[src/rtl/dmem_arbiter.sv]
// ============================================================================
//  Module   : dmem_arbiter
//  Purpose  : Shares a single-port data RAM between the core load/store unit
//             (port 0) and the debug/DMA loader (port 1). Arbitrates, range
//             checks each address, issues one RAM command at a time and
//             returns synchronous read data to the port that issued the read.
//  Revision : 1.0  initial release
// ============================================================================
`default_nettype none

module dmem_arbiter #(
   parameter logic [31:0] BASE_ADDR   = 32'h1024_0000,
   parameter int unsigned DEPTH_WORDS = 1024,
   parameter bit          FIXED_PRIO  = 1'b0
) (
   input  logic        clk,
   input  logic        rst,
   // port 0: core load/store unit
   input  logic        p0_req,
   input  logic        p0_we,
   input  logic [3:0]  p0_be,
   input  logic [31:0] p0_addr,
   input  logic [31:0] p0_wdata,
   output logic        p0_gnt,
   output logic        p0_err,
   output logic        p0_rvalid,
   output logic [31:0] p0_rdata,
   // port 1: debug / DMA loader
   input  logic        p1_req,
   input  logic        p1_we,
   input  logic [3:0]  p1_be,
   input  logic [31:0] p1_addr,
   input  logic [31:0] p1_wdata,
   output logic        p1_gnt,
   output logic        p1_err,
   output logic        p1_rvalid,
   output logic [31:0] p1_rdata,
   // RAM side, all driven from registers
   output logic        ram_we,
   output logic        ram_re,
   output logic        ram_rd_store,
   output logic        ram_rd_load,
   output logic [3:0]  ram_type,
   output logic [31:0] ram_addr,
   output logic [31:0] ram_wdat,
   input  logic [31:0] ram_dout
);

   typedef enum logic [1:0] {
      S_IDLE   = 2'd0,
      S_ISSUE  = 2'd1,
      S_RDWAIT = 2'd2
   } state_t;

   // One past the last legal byte address; 33 bits so the top of the map
   // never wraps around to zero.
   localparam logic [32:0] ADDR_LIMIT = {1'b0, BASE_ADDR} + (33'(DEPTH_WORDS) * 33'd4);

   state_t      state_q, state_d;
   logic        rr_last_q, rr_last_d;
   logic        rd_port_q, rd_port_d;
   logic [1:0]  gnt_q, gnt_d;
   logic [1:0]  err_q, err_d;
   logic [1:0]  rvalid_q, rvalid_d;
   logic [31:0] rdata0_q, rdata0_d;
   logic [31:0] rdata1_q, rdata1_d;
   logic        ram_we_q, ram_we_d;
   logic        ram_re_q, ram_re_d;
   logic [3:0]  ram_type_q, ram_type_d;
   logic [31:0] ram_addr_q, ram_addr_d;
   logic [31:0] ram_wdat_q, ram_wdat_d;

   logic        sel_port;
   logic        sel_we;
   logic [3:0]  sel_be;
   logic [31:0] sel_addr;
   logic [31:0] sel_wdata;
   logic        sel_legal;

   // Pick the winning port and decide whether its command may reach the RAM.
   always_comb begin
      sel_port = 1'b0;
      if (p0_req && p1_req)
         sel_port = FIXED_PRIO ? 1'b0 : ~rr_last_q;
      else if (p1_req)
         sel_port = 1'b1;

      sel_we    = sel_port ? p1_we    : p0_we;
      sel_be    = sel_port ? p1_be    : p0_be;
      sel_addr  = sel_port ? p1_addr  : p0_addr;
      sel_wdata = sel_port ? p1_wdata : p0_wdata;

      sel_legal = ({1'b0, sel_addr} >= {1'b0, BASE_ADDR}) &&
                  ({1'b0, sel_addr} <  ADDR_LIMIT) &&
                  (sel_be != 4'b0000);
   end

   // Next-state and next-output logic; pulses default low every cycle.
   always_comb begin
      state_d    = state_q;
      rr_last_d  = rr_last_q;
      rd_port_d  = rd_port_q;
      gnt_d      = 2'b00;
      err_d      = 2'b00;
      rvalid_d   = 2'b00;
      rdata0_d   = rdata0_q;
      rdata1_d   = rdata1_q;
      ram_we_d   = 1'b0;
      ram_re_d   = 1'b0;
      ram_type_d = ram_type_q;
      ram_addr_d = ram_addr_q;
      ram_wdat_d = ram_wdat_q;

      case (state_q)
         S_IDLE: begin
            if (p0_req || p1_req) begin
               state_d           = S_ISSUE;
               rr_last_d         = sel_port;
               rd_port_d         = sel_port;
               gnt_d[sel_port]   = 1'b1;
               if (sel_legal) begin
                  ram_addr_d = sel_addr;
                  ram_wdat_d = sel_wdata;
                  ram_type_d = sel_be;
                  ram_we_d   = sel_we;
                  ram_re_d   = ~sel_we;
               end else begin
                  // Rejected: RAM address/data/type keep their old values.
                  err_d[sel_port] = 1'b1;
               end
            end
         end
         S_ISSUE: begin
            // Only a legal read needs the extra cycle for RAM data.
            state_d = ram_re_q ? S_RDWAIT : S_IDLE;
         end
         S_RDWAIT: begin
            rvalid_d[rd_port_q] = 1'b1;
            if (rd_port_q)
               rdata1_d = ram_dout;
            else
               rdata0_d = ram_dout;
            state_d = S_IDLE;
         end
         default: begin
            state_d = S_IDLE;
         end
      endcase
   end

   // State and output registers; reset drops any in-flight read.
   always_ff @(posedge clk or posedge rst) begin
      if (rst) begin
         state_q    <= S_IDLE;
         rr_last_q  <= 1'b1;
         rd_port_q  <= 1'b0;
         gnt_q      <= 2'b00;
         err_q      <= 2'b00;
         rvalid_q   <= 2'b00;
         rdata0_q   <= 32'h0;
         rdata1_q   <= 32'h0;
         ram_we_q   <= 1'b0;
         ram_re_q   <= 1'b0;
         ram_type_q <= 4'h0;
         ram_addr_q <= 32'h0;
         ram_wdat_q <= 32'h0;
      end else begin
         state_q    <= state_d;
         rr_last_q  <= rr_last_d;
         rd_port_q  <= rd_port_d;
         gnt_q      <= gnt_d;
         err_q      <= err_d;
         rvalid_q   <= rvalid_d;
         rdata0_q   <= rdata0_d;
         rdata1_q   <= rdata1_d;
         ram_we_q   <= ram_we_d;
         ram_re_q   <= ram_re_d;
         ram_type_q <= ram_type_d;
         ram_addr_q <= ram_addr_d;
         ram_wdat_q <= ram_wdat_d;
      end
   end

   assign p0_gnt       = gnt_q[0];
   assign p1_gnt       = gnt_q[1];
   assign p0_err       = err_q[0];
   assign p1_err       = err_q[1];
   assign p0_rvalid    = rvalid_q[0];
   assign p1_rvalid    = rvalid_q[1];
   assign p0_rdata     = rdata0_q;
   assign p1_rdata     = rdata1_q;
   assign ram_we       = ram_we_q;
   assign ram_re       = ram_re_q;
   assign ram_rd_store = ram_we_q;
   assign ram_rd_load  = ram_re_q;
   assign ram_type     = ram_type_q;
   assign ram_addr     = ram_addr_q;
   assign ram_wdat     = ram_wdat_q;

endmodule

`default_nettype wire

[config.mk]
export PLATFORM = sky130hd
export DESIGN_NAME = dmem_arbiter
export DESIGN_NICKNAME = d
export VERILOG_FILES = /design/src/rtl/dmem_arbiter.sv
export SDC_FILE = /design/constraint.sdc
export NUM_CORES = 1
export LEC_CHECK = 0
export BUFFER_PORTS_ARGS = -buffer_cell sky130_fd_sc_hd__buf_4
export CAP_MARGIN = 40
export CORE_AREA = 3 3 122 124
export CTS_CLUSTER_SIZE = 10
export DETAILED_ROUTE_END_ITERATION = 7
export DIE_AREA = 0 0 125 127
export PLACE_DENSITY = 0.83
export RECOVER_POWER = 50
export SLEW_MARGIN = 20
export SYNTH_ARGS = -nofsm -noshare
export SYNTH_HDL_FRONTEND = slang
export SYNTH_SLANG_ARGS = --single-unit
[constraint.sdc]
create_clock -name clk -period 11.8 [get_ports clk]
set_clock_uncertainty 0.05 [all_clocks]
set_input_delay 1.18 -clock clk [delete_from_list [all_inputs] [get_ports clk]]
set_output_delay 1.18 -clock clk [all_outputs]
set_load 0.01 [all_outputs]
==> results of run 1 <==
[flip-flops by register name, indices dropped and copies added, names as in the netlist]
name and flops:
ram_wdat 32, state_q 2, p0_rdata 32, ram_addr 32
rr_last_q 1, err_q 2, rvalid_q 2, ram_rd_load 1
ram_type 4, rd_port_q 1, ram_rd_store 1, p1_rdata 32
gnt_q 2
[kinds of logic after synthesis]
| group | share of synthesized area (%) |
|---|---|
| flip-flops | 59.6 |
| AND/OR/NAND/NOR | 19.9 |
| AO/OA/AOI/OAI | 0.890 |
| multiplexers | 15.5 |
| buffers and inverters | 4.14 |
[worst max-delay path, cell delays in order]
cell                         delay, ns
sky130_fd_sc_hd__clkbuf_4         0.11
sky130_fd_sc_hd__clkinvlp_2       1.60
sky130_fd_sc_hd__clkbuf_1         1.10
sky130_fd_sc_hd__clkbuf_1         2.06
[metrics by stage]
step / power (uW) / setup slack, ns / instances
floorplan: 546 / 6.71 / 574
global placement: 607 / 8.16 / 1046
detailed placement: 609 / 8.24 / 1048
CTS: 1170 / 8.70 / 1080
global route: 1200 / 4.47 / 1080
finish: 1160 / 5.54 / 1080
[power by group through the flow]
stage          Sequential [uW]  Clock, uW  Combinational, uW
2_1_floorplan              509          0               37.9
3_3_place_gp               509          0               97.4
3_5_place_dp               509          0                100
4_1_cts                    500        572                101
5_1_grt                    500        594                109
6_report                   500        561               97.5
[cells in the final DEF, fill, tap and decap left out, types with 2 or more instances in the layout]
master / n
sky130_fd_sc_hd__or2_1: 3
sky130_fd_sc_hd__bufinv_16: 4
sky130_fd_sc_hd__nand3_1: 2
sky130_fd_sc_hd__mux2_2: 71
sky130_fd_sc_hd__or4_1: 4
sky130_fd_sc_hd__nor2_1: 25
sky130_fd_sc_hd__a21o_1: 2
sky130_fd_sc_hd__buf_4: 315
sky130_fd_sc_hd__mux2_4: 9
sky130_fd_sc_hd__inv_1: 19
sky130_fd_sc_hd__nor3_1: 2
sky130_fd_sc_hd__clkbuf_1: 8
sky130_fd_sc_hd__clkinvlp_4: 4
sky130_fd_sc_hd__inv_6: 2
sky130_fd_sc_hd__clkinv_2: 2
sky130_fd_sc_hd__nand2_1: 242
sky130_fd_sc_hd__clkbuf_16: 17
sky130_fd_sc_hd__dfrtp_1: 143
sky130_fd_sc_hd__nor4_1: 5
[metal layers]
layer | up-vias | wire length, um | track usage [%]
li1 | 2457 | - | -
met1 | 2513 | 6420 | 24.1
met2 | 252 | 9580 | 40.1
met3 | 38 | 1250 | 6.31
met4 | 2 | 507 | 9.12
met5 | - | 18 | 0
[area by class of cell]
cell class	instances	area, um2
Timing Repair Buffer	323	2410
Inverter	20	76.3
Clock buffer	19	433
Sequential cell	144	3600
Multi-Input combinational cell	381	2190
Clock inverter	13	186
Fill cell	1124	4750
Tap cell	180	225
[worst min path at each step]
stage	to	slack [ns]	cells past startpoint
finish	p1_rdata[18]	0.42	2
global route	p1_rdata[28]	0.44	2
CTS	p1_rdata[18]	0.43	2
detailed placement	p1_rdata[28]	0.41	2
global placement	ram_addr[28]	0.40	1
floorplan	rd_port_q	0.42	1
==> impl_summary.log, run 1 <==
INFO  metric post_synthesis_cell_area = 6040 um2
INFO  metric route.antenna.remaining_nets = 0
INFO  metric core.rowCount = 43
INFO  metric tritoncts = built
INFO  metric hold_viol_final = 0
INFO  metric yosys.cell_count.top_type = sky130_fd_sc_hd__nand2_1
INFO  metric detail_route.wl_per_cell = 16.5 um
INFO  metric max-vdd-ir-drop = 0.0900 mV
INFO  metric p_sw_share = 22.1%
INFO  metric worst_path_class_setup = input pin to async pin
INFO  metric p_int = 903 uW
INFO  metric total_clock_buffers_created_by_cts = 17
INFO  metric grt_first_pass_wirelength = 27.4 mm
INFO  metric p_seq_share = 43.2%
INFO  metric avg_vias_per_cell = 4.87
INFO  metric worst_ep_required_time = 11.65 ns
INFO  metric switchingPower = 256 uW
INFO  metric destination_of_the_critical_timing_path = ram_addr[27]
INFO  metric outcome = finished with violations
INFO  metric clock_sinks = 144
INFO  metric fin_util = 65.8%
INFO  metric grt_remaining_overflow = 0
INFO  metric routed_wl = 17.8 mm
INFO  metric buffer_cell_driving_the_clock_tree_root = sky130_fd_sc_hd__clkbuf_16
INFO  metric maximum_number_of_pins_on_one_net_before_global_route_repair = 67
INFO  metric synth_top_cell_area_share = 59.2%
INFO  metric critical_path_fanouts_max = 66
INFO  metric power.density_cell_area = 127 nW/um2
INFO  metric antenna-diode-count = 0
INFO  metric yosys.area.top_type = sky130_fd_sc_hd__dfrtp_1
INFO  metric synth.area.top_cells = sky130_fd_sc_hd__dfrtp_1 (59%), sky130_fd_sc_hd__nand2_1 (15%), sky130_fd_sc_hd__mux2_2 (13%), sky130_fd_sc_hd__mux2_4 (2.2%), sky130_fd_sc_hd__nor2_1 (1.6%)
INFO  metric route.vias.total = 5262
INFO  metric ioPinCount = 316
INFO  metric final-max-slew-violation-count = 224
INFO  metric die_area = 15900 um2
INFO  metric critPathCaptureType = async pin
INFO  metric synth_enable_flop_cells = 0
INFO  metric drt-pass1-iter-count = 5
INFO  metric area_growth = 51.0%
INFO  metric setup_tns = 0 ns
INFO  metric worstPathArrival = 6.12 ns
INFO  metric sequential_fraction_of_the_synthesis_area = 59.6%
INFO  metric syn_avg_cell_area = 10.5 um2
INFO  metric p_leak = 0.00502 uW
INFO  metric worst_setup_path_start_kind = input pin
INFO  metric synth_commonest_cells = sky130_fd_sc_hd__nand2_1 (243), sky130_fd_sc_hd__dfrtp_1 (143), sky130_fd_sc_hd__mux2_2 (71), sky130_fd_sc_hd__nor2_1 (25), sky130_fd_sc_hd__inv_1 (20)
INFO  metric final_layout_size_suffix_gt1_share = 48.1%
INFO  metric p_comb_share = 8.4%
INFO  metric hold_path_startpoint = p1_rdata[18]
INFO  metric timing.reg2reg.worst_path_depth = 6
INFO  metric post-cts-setup-buffer-count = 0
INFO  metric place.detailed.hpwl = 13.5 mm
INFO  metric synth-seq-cells = 144
INFO  metric synth.distinct_cells = 33
INFO  metric grt_setup_unrepaired = no
INFO  metric timing.final.crit_share = 53.1%
INFO  metric clock_latency_on_the_worst_skew_pair = 0.40 ns
INFO  metric globalRouteTotalUtil = 22.0%
INFO  metric failed_checks = capacitance limit, slew limit
INFO  metric floorplan.core_area = 13900 um2
INFO  metric r2r_start = state_q[0]
INFO  metric cts_buffer_depth = 2
INFO  metric first_global_vias = 5358
INFO  metric period_needed = 6.26 ns
INFO  metric synth_nets = 748
INFO  metric hold_ws = 0.425 ns
INFO  metric postSynthCellCount = 574
INFO  metric reg_to_reg_endpoint = p1_rdata[13]
INFO  metric htree_depth = 4
INFO  metric placement.cell_area = 8570 um2
INFO  metric antenna_found_initial = 1
INFO  metric gp_congestion = 0.832
INFO  metric postSynth.topFlopCell = sky130_fd_sc_hd__dfrtp_1
INFO  metric clkSlewWorstSetupHoldPaths = 0.06 ns
INFO  metric detailedRoute.firstIterationViolations = 229
INFO  metric setup_violation_total_in_the_final_timing_report = 0
INFO  metric post_cts_resize_count = 0
INFO  metric max_freq = 0.160 GHz
INFO  metric max-cap-violations = 5
INFO  metric fp.dieW = 125 um
INFO  metric clkPwrFrac = 48.4%
INFO  metric starting_density_of_the_core = 43.5%
INFO  metric critical_path.startpoint = rst
INFO  metric postLayoutCellArea = 9130 um2
INFO  metric ctsHoldBuffers = 0
INFO  metric timing_worst_slew_pin_value = 2.86 ns
INFO  metric port-buffer-count = 315
INFO  metric regToRegSetupSlack = 8.75 ns
INFO  metric synth_warnings = 0
INFO  metric finalNetCount = 1061
INFO  metric slew-limit-headroom = -91.9%
INFO  metric asyncSetResetFlopFracSynth = 100%
INFO  metric chipHeight = 127 um
INFO  metric detail_route.drc_violations = 0
INFO  metric worst_hold_path_type = flip-flop to flip-flop
Power figures use the tool's default switching activity.
==> inputs of run 2 (changes only) <==
--- a/config.mk
+++ b/config.mk
@@ -5,12 +5,13 @@
 export SDC_FILE = /design/constraint.sdc
 export NUM_CORES = 1
 export LEC_CHECK = 0
+export ABC_AREA = 1
 export BUFFER_PORTS_ARGS = -buffer_cell sky130_fd_sc_hd__buf_4
 export CAP_MARGIN = 40
-export CORE_AREA = 3 3 122 124
+export CORE_MARGIN = 3
+export CORE_UTILIZATION = 42
 export CTS_CLUSTER_SIZE = 10
 export DETAILED_ROUTE_END_ITERATION = 7
-export DIE_AREA = 0 0 125 127
 export PLACE_DENSITY = 0.83
 export RECOVER_POWER = 50
 export SLEW_MARGIN = 20
==> constraint.sdc (replaced) <==
create_clock -name clk -period 5.3 [get_ports clk]
set_clock_uncertainty 0.05 [all_clocks]
set_input_delay 0.53 -clock clk [delete_from_list [all_inputs] [get_ports clk]]
set_output_delay 0.53 -clock clk [all_outputs]
set_load 0.01 [all_outputs]
==> impl_summary.log, run 2 <==
INFO  metric postSynthCellCount = 807 (was 574)
INFO  metric setup_tns = 0 ns (unchanged)
INFO  metric synth_enable_flop_cells = 0 (unchanged)
INFO  metric grt_setup_unrepaired = no (unchanged)
INFO  metric hold_viol_final = 0 (unchanged)
INFO  metric gp_congestion = 0.817 (was 0.832)
INFO  metric worst_ep_required_time = 5.55 ns (was 11.65 ns)
INFO  metric detailedRoute.firstIterationViolations = 295 (was 229)
INFO  metric total_clock_buffers_created_by_cts = 17 (unchanged)
INFO  metric final-max-slew-violation-count = 114 (was 224)
INFO  metric placed_cells = 1260 (was 1048)
INFO  metric slew-limit-headroom = -40.9% (was -91.9%)
INFO  metric timing.reg2reg.worst_path_depth = 14 (was 6)
INFO  metric area_growth = 42.0% (was 51.0%)
INFO  metric postSynth.topFlopCell = sky130_fd_sc_hd__dfrtp_1 (unchanged)
INFO  metric area_occupied_by_multi_input_gates = 2300 um2 (was 2190 um2)
INFO  metric ioPinCount = 316 (unchanged)
INFO  metric critical_path.startpoint = rr_last_q (was rst)
INFO  metric buffer_cell_driving_the_clock_tree_root = sky130_fd_sc_hd__clkbuf_16 (unchanged)
INFO  metric final_layout_size_suffix_gt1_share = 23.7% (was 48.1%)
INFO  metric route.antenna.remaining_nets = 0 (unchanged)
INFO  metric die_area = 16800 um2 (was 15900 um2)
INFO  metric drt-pass1-iter-count = 4 (was 5)
INFO  metric sequential_fraction_of_the_synthesis_area = 56.2% (was 59.6%)
INFO  metric grt_remaining_overflow = 0 (unchanged)
INFO  metric setup_violation_total_in_the_final_timing_report = 0 (unchanged)
INFO  metric fin_util = 61.7% (was 65.8%)
INFO  metric regToRegSetupSlack = 1.79 ns (was 8.75 ns)
INFO  metric detail_route.wl_per_cell = 15.0 um (was 16.5 um)
INFO  metric critical_path_fanouts_max = 72 (was 66)
INFO  metric first_global_vias = 6000 (was 5358)
INFO  metric max-cap-violations = 2 (was 5)
INFO  metric yosys.area.top_type = sky130_fd_sc_hd__dfrtp_1 (unchanged)
INFO  metric starting_density_of_the_core = 43.5% (about the same)
INFO  metric num-fill-cells = 1368 (was 1124)
INFO  metric routed_wl = 19.4 mm (was 17.8 mm)
INFO  metric maximum_number_of_pins_on_one_net_before_global_route_repair = 96 (was 67)
INFO  metric antenna-diode-count = 0 (unchanged)
INFO  metric post-cts-setup-buffer-count = 0 (unchanged)
INFO  metric floorplan.core_area = 14800 um2 (was 13900 um2)
INFO  metric worst_setup_path_start_kind = flip-flop (was input pin)
INFO  metric core.rowCount = 44 (was 43)
INFO  metric avg_vias_per_cell = 4.86 (was 4.87)
INFO  metric antenna_found_initial = 0 (was 1)
INFO  metric layoutNonFillerInstCount = 1295 (was 1080)
INFO  metric place.detailed.hpwl = 13.9 mm (was 13.5 mm)
INFO  metric chipHeight = 130 um (was 127 um)
INFO  metric route.vias.total = 6288 (was 5262)
INFO  metric hold_ws = 0.336 ns (was 0.425 ns)
INFO  metric hold_path_startpoint = ram_dout[16] (was p1_rdata[18])
INFO  metric power.density_cell_area = 283 nW/um2 (was 127 nW/um2)
INFO  metric synth_warnings = 0 (unchanged)
INFO  metric p_leak = 0.00521 uW (was 0.00502 uW)
INFO  metric port-buffer-count = 315 (unchanged)
INFO  metric synth_commonest_cells = sky130_fd_sc_hd__nand2_1 (381), sky130_fd_sc_hd__dfrtp_1 (143), sky130_fd_sc_hd__inv_1 (70), sky130_fd_sc_hd__o21ai_0 (67), sky130_fd_sc_hd__nand4_1 (48) (was sky130_fd_sc_hd__nand2_1 (243), sky130_fd_sc_hd__dfrtp_1 (143), sky130_fd_sc_hd__mux2_2 (71), sky130_fd_sc_hd__nor2_1 (25), sky130_fd_sc_hd__inv_1 (20))
INFO  metric destination_of_the_critical_timing_path = ram_wdat[9] (was ram_addr[27])
INFO  metric finalNetCount = 1273 (was 1061)
INFO  metric syn_avg_cell_area = 7.95 um2 (was 10.5 um2)
INFO  metric timing.final.crit_share = 66.3%
INFO  metric ctsHoldBuffers = 0 (unchanged)
INFO  metric synth_top_cell_area_share = 55.8% (was 59.2%)
INFO  metric htree_depth = 4 (unchanged)
INFO  metric r2r_start = rr_last_q (was state_q[0])
INFO  metric synth-seq-cells = 144 (unchanged)
INFO  metric asyncSetResetFlopFracSynth = 100% (unchanged)
INFO  metric clock_latency_on_the_worst_skew_pair = 0.41 ns (was 0.40 ns)
INFO  metric post_cts_resize_count = 0 (unchanged)
INFO  metric cts_buffer_depth = 2 (unchanged)
INFO  metric layout.cells.most_common_list = sky130_fd_sc_hd__nand2_1 (381), sky130_fd_sc_hd__buf_4 (219), sky130_fd_sc_hd__dfrtp_1 (143) (was sky130_fd_sc_hd__buf_4 (315), sky130_fd_sc_hd__nand2_1 (242), sky130_fd_sc_hd__dfrtp_1 (143))
INFO  metric critPathCaptureType = flip-flop (was async pin)
INFO  metric yosys.cell_count.top_type = sky130_fd_sc_hd__nand2_1 (unchanged)
INFO  metric fp.dieW = 130 um (was 125 um)
INFO  metric layout_commonest_cell = sky130_fd_sc_hd__nand2_1 (was sky130_fd_sc_hd__buf_4)
INFO  metric synth.area.top_cells = sky130_fd_sc_hd__dfrtp_1 (56%), sky130_fd_sc_hd__nand2_1 (22%), sky130_fd_sc_hd__o21ai_0 (5.2%), sky130_fd_sc_hd__nand4_1 (4.7%), sky130_fd_sc_hd__inv_1 (4.1%) (was sky130_fd_sc_hd__dfrtp_1 (59%), sky130_fd_sc_hd__nand2_1 (15%), sky130_fd_sc_hd__mux2_2 (13%), sky130_fd_sc_hd__mux2_4 (2.2%), sky130_fd_sc_hd__nor2_1 (1.6%))
INFO  metric detail_route.drc_violations = 0 (unchanged)
INFO  metric max_freq = 0.285 GHz
INFO  metric grt_first_pass_wirelength = 29.6 mm (was 27.4 mm)
INFO  metric globalRouteTotalUtil = 22.6% (was 22.0%)
INFO  metric clock_sinks = 144 (unchanged)
INFO  metric clkSlewWorstSetupHoldPaths = 0.06 ns (about the same)
INFO  metric timing_worst_slew_pin_value = 2.11 ns (was 2.86 ns)
INFO  metric register_area = 3600 um2 (unchanged)
INFO  metric tritoncts = built (unchanged)
INFO  metric post_synthesis_cell_area = 6410 um2 (was 6040 um2)
INFO  metric worst_path_class_setup = flip-flop to flip-flop (was input pin to async pin)
INFO  metric synth_nets = 981 (was 748)
INFO  metric reg_to_reg_endpoint = ram_wdat[9] (was p1_rdata[13])
INFO  metric outcome = finished with violations (unchanged)
INFO  metric period_needed = 3.51 ns
INFO  metric failed_checks = capacitance limit, slew limit (unchanged)
INFO  metric worst_hold_path_type = input pin to flip-flop (was flip-flop to flip-flop)
INFO  metric worstPathArrival = 3.76 ns (was 6.12 ns)
INFO  metric synth.distinct_cells = 22 (was 33)
INFO  metric max-vdd-ir-drop = 0.225 mV (was 0.0900 mV)
## run 2: cell types whose count changed in the layout (fill, tap and decap cells not counted), sizes merged, moves of 54 or more
cell,delta
o21ai,+67
nand2,+140
inv,+54
buf,-94
clkbuf,+94
mux2,-80
## run 2: cell families after synthesis
kind of cell | count (synthesis) | share of synthesized area (%)
simple gates | 470 | 30.4
flops | 144 | 56.2
buf+inv | 125 | 8.08
compound gates | 68 | 5.31
## run 2: layer usage
layer | wire length, um | part of all wire, % | global-route usage (%) | vias up
met5 | 0 | 0 | 0 | -
met4 | 646 | 3.3 | 9.17 | 0
met3 | 1730 | 8.9 | 7.50 | 44
met2 | 9590 | 49 | 38.0 | 275
met1 | 7430 | 38 | 26.6 | 2877
li1 | - | - | - | 3092
## run 2: how the worst min path moves through the flow
stage | endpoint | cells after the start
after CTS | p1_rdata[5] | 2
after global routing | p0_rdata[19] | 3
after detailed placement | rvalid_q[0] | 1
after global placement | state_q[1] | 1
final | p0_rdata[16] | 3
after floorplan | state_q[1] | 1
## run 2: report_power, final
part           switching [uW]  internal [uW]  total [uW]
sequential               4.68           1110        1110
combinational             147            128         275
clock                     454            738        1190
## run 2: worst max-delay path, cell delays in order, from the launching register on
cell,delay (ns)
sky130_fd_sc_hd__dfstp_2,0.55
sky130_fd_sc_hd__nand2_2,0.20
sky130_fd_sc_hd__nand2_4,0.59
sky130_fd_sc_hd__inv_2,0.16
sky130_fd_sc_hd__buf_12,0.22
sky130_fd_sc_hd__nand2_1,0.09
sky130_fd_sc_hd__nand2_1,0.05
sky130_fd_sc_hd__nor2_1,0.09
sky130_fd_sc_hd__nand2_1,0.09
sky130_fd_sc_hd__nor2_4,0.10
sky130_fd_sc_hd__buf_4,0.45
sky130_fd_sc_hd__nand3_2,0.11
sky130_fd_sc_hd__buf_4,0.35
sky130_fd_sc_hd__nand2_1,0.18
sky130_fd_sc_hd__nand2_1,0.06
## run 2: area by class of cell
class / count / area share, %
Sequential cell: 144 / 39.6
Multi-Input combinational cell: 538 / 25.3
Timing Repair Buffer: 324 / 23.0
Clock buffer: 18 / 4.71
Inverter: 74 / 3.06
Tap cell: 184 / 2.53
Clock inverter: 13 / 1.79
## run 2: per-stage QoR
| step | setup WS, ns | total power [uW] | cell area, um2 |
|---|---|---|---|
| 2_1_floorplan | 0.855 | 1270 | 6410 |
| 3_3_place_gp | 1.46 | 1400 | 8820 |
| 3_5_place_dp | 1.33 | 1400 | 8840 |
| 4_1_cts | 1.47 | 2600 | 9430 |
| 5_1_grt | 1.50 | 2680 | 9110 |
| 6_report | 1.79 | 2580 | 9110 |
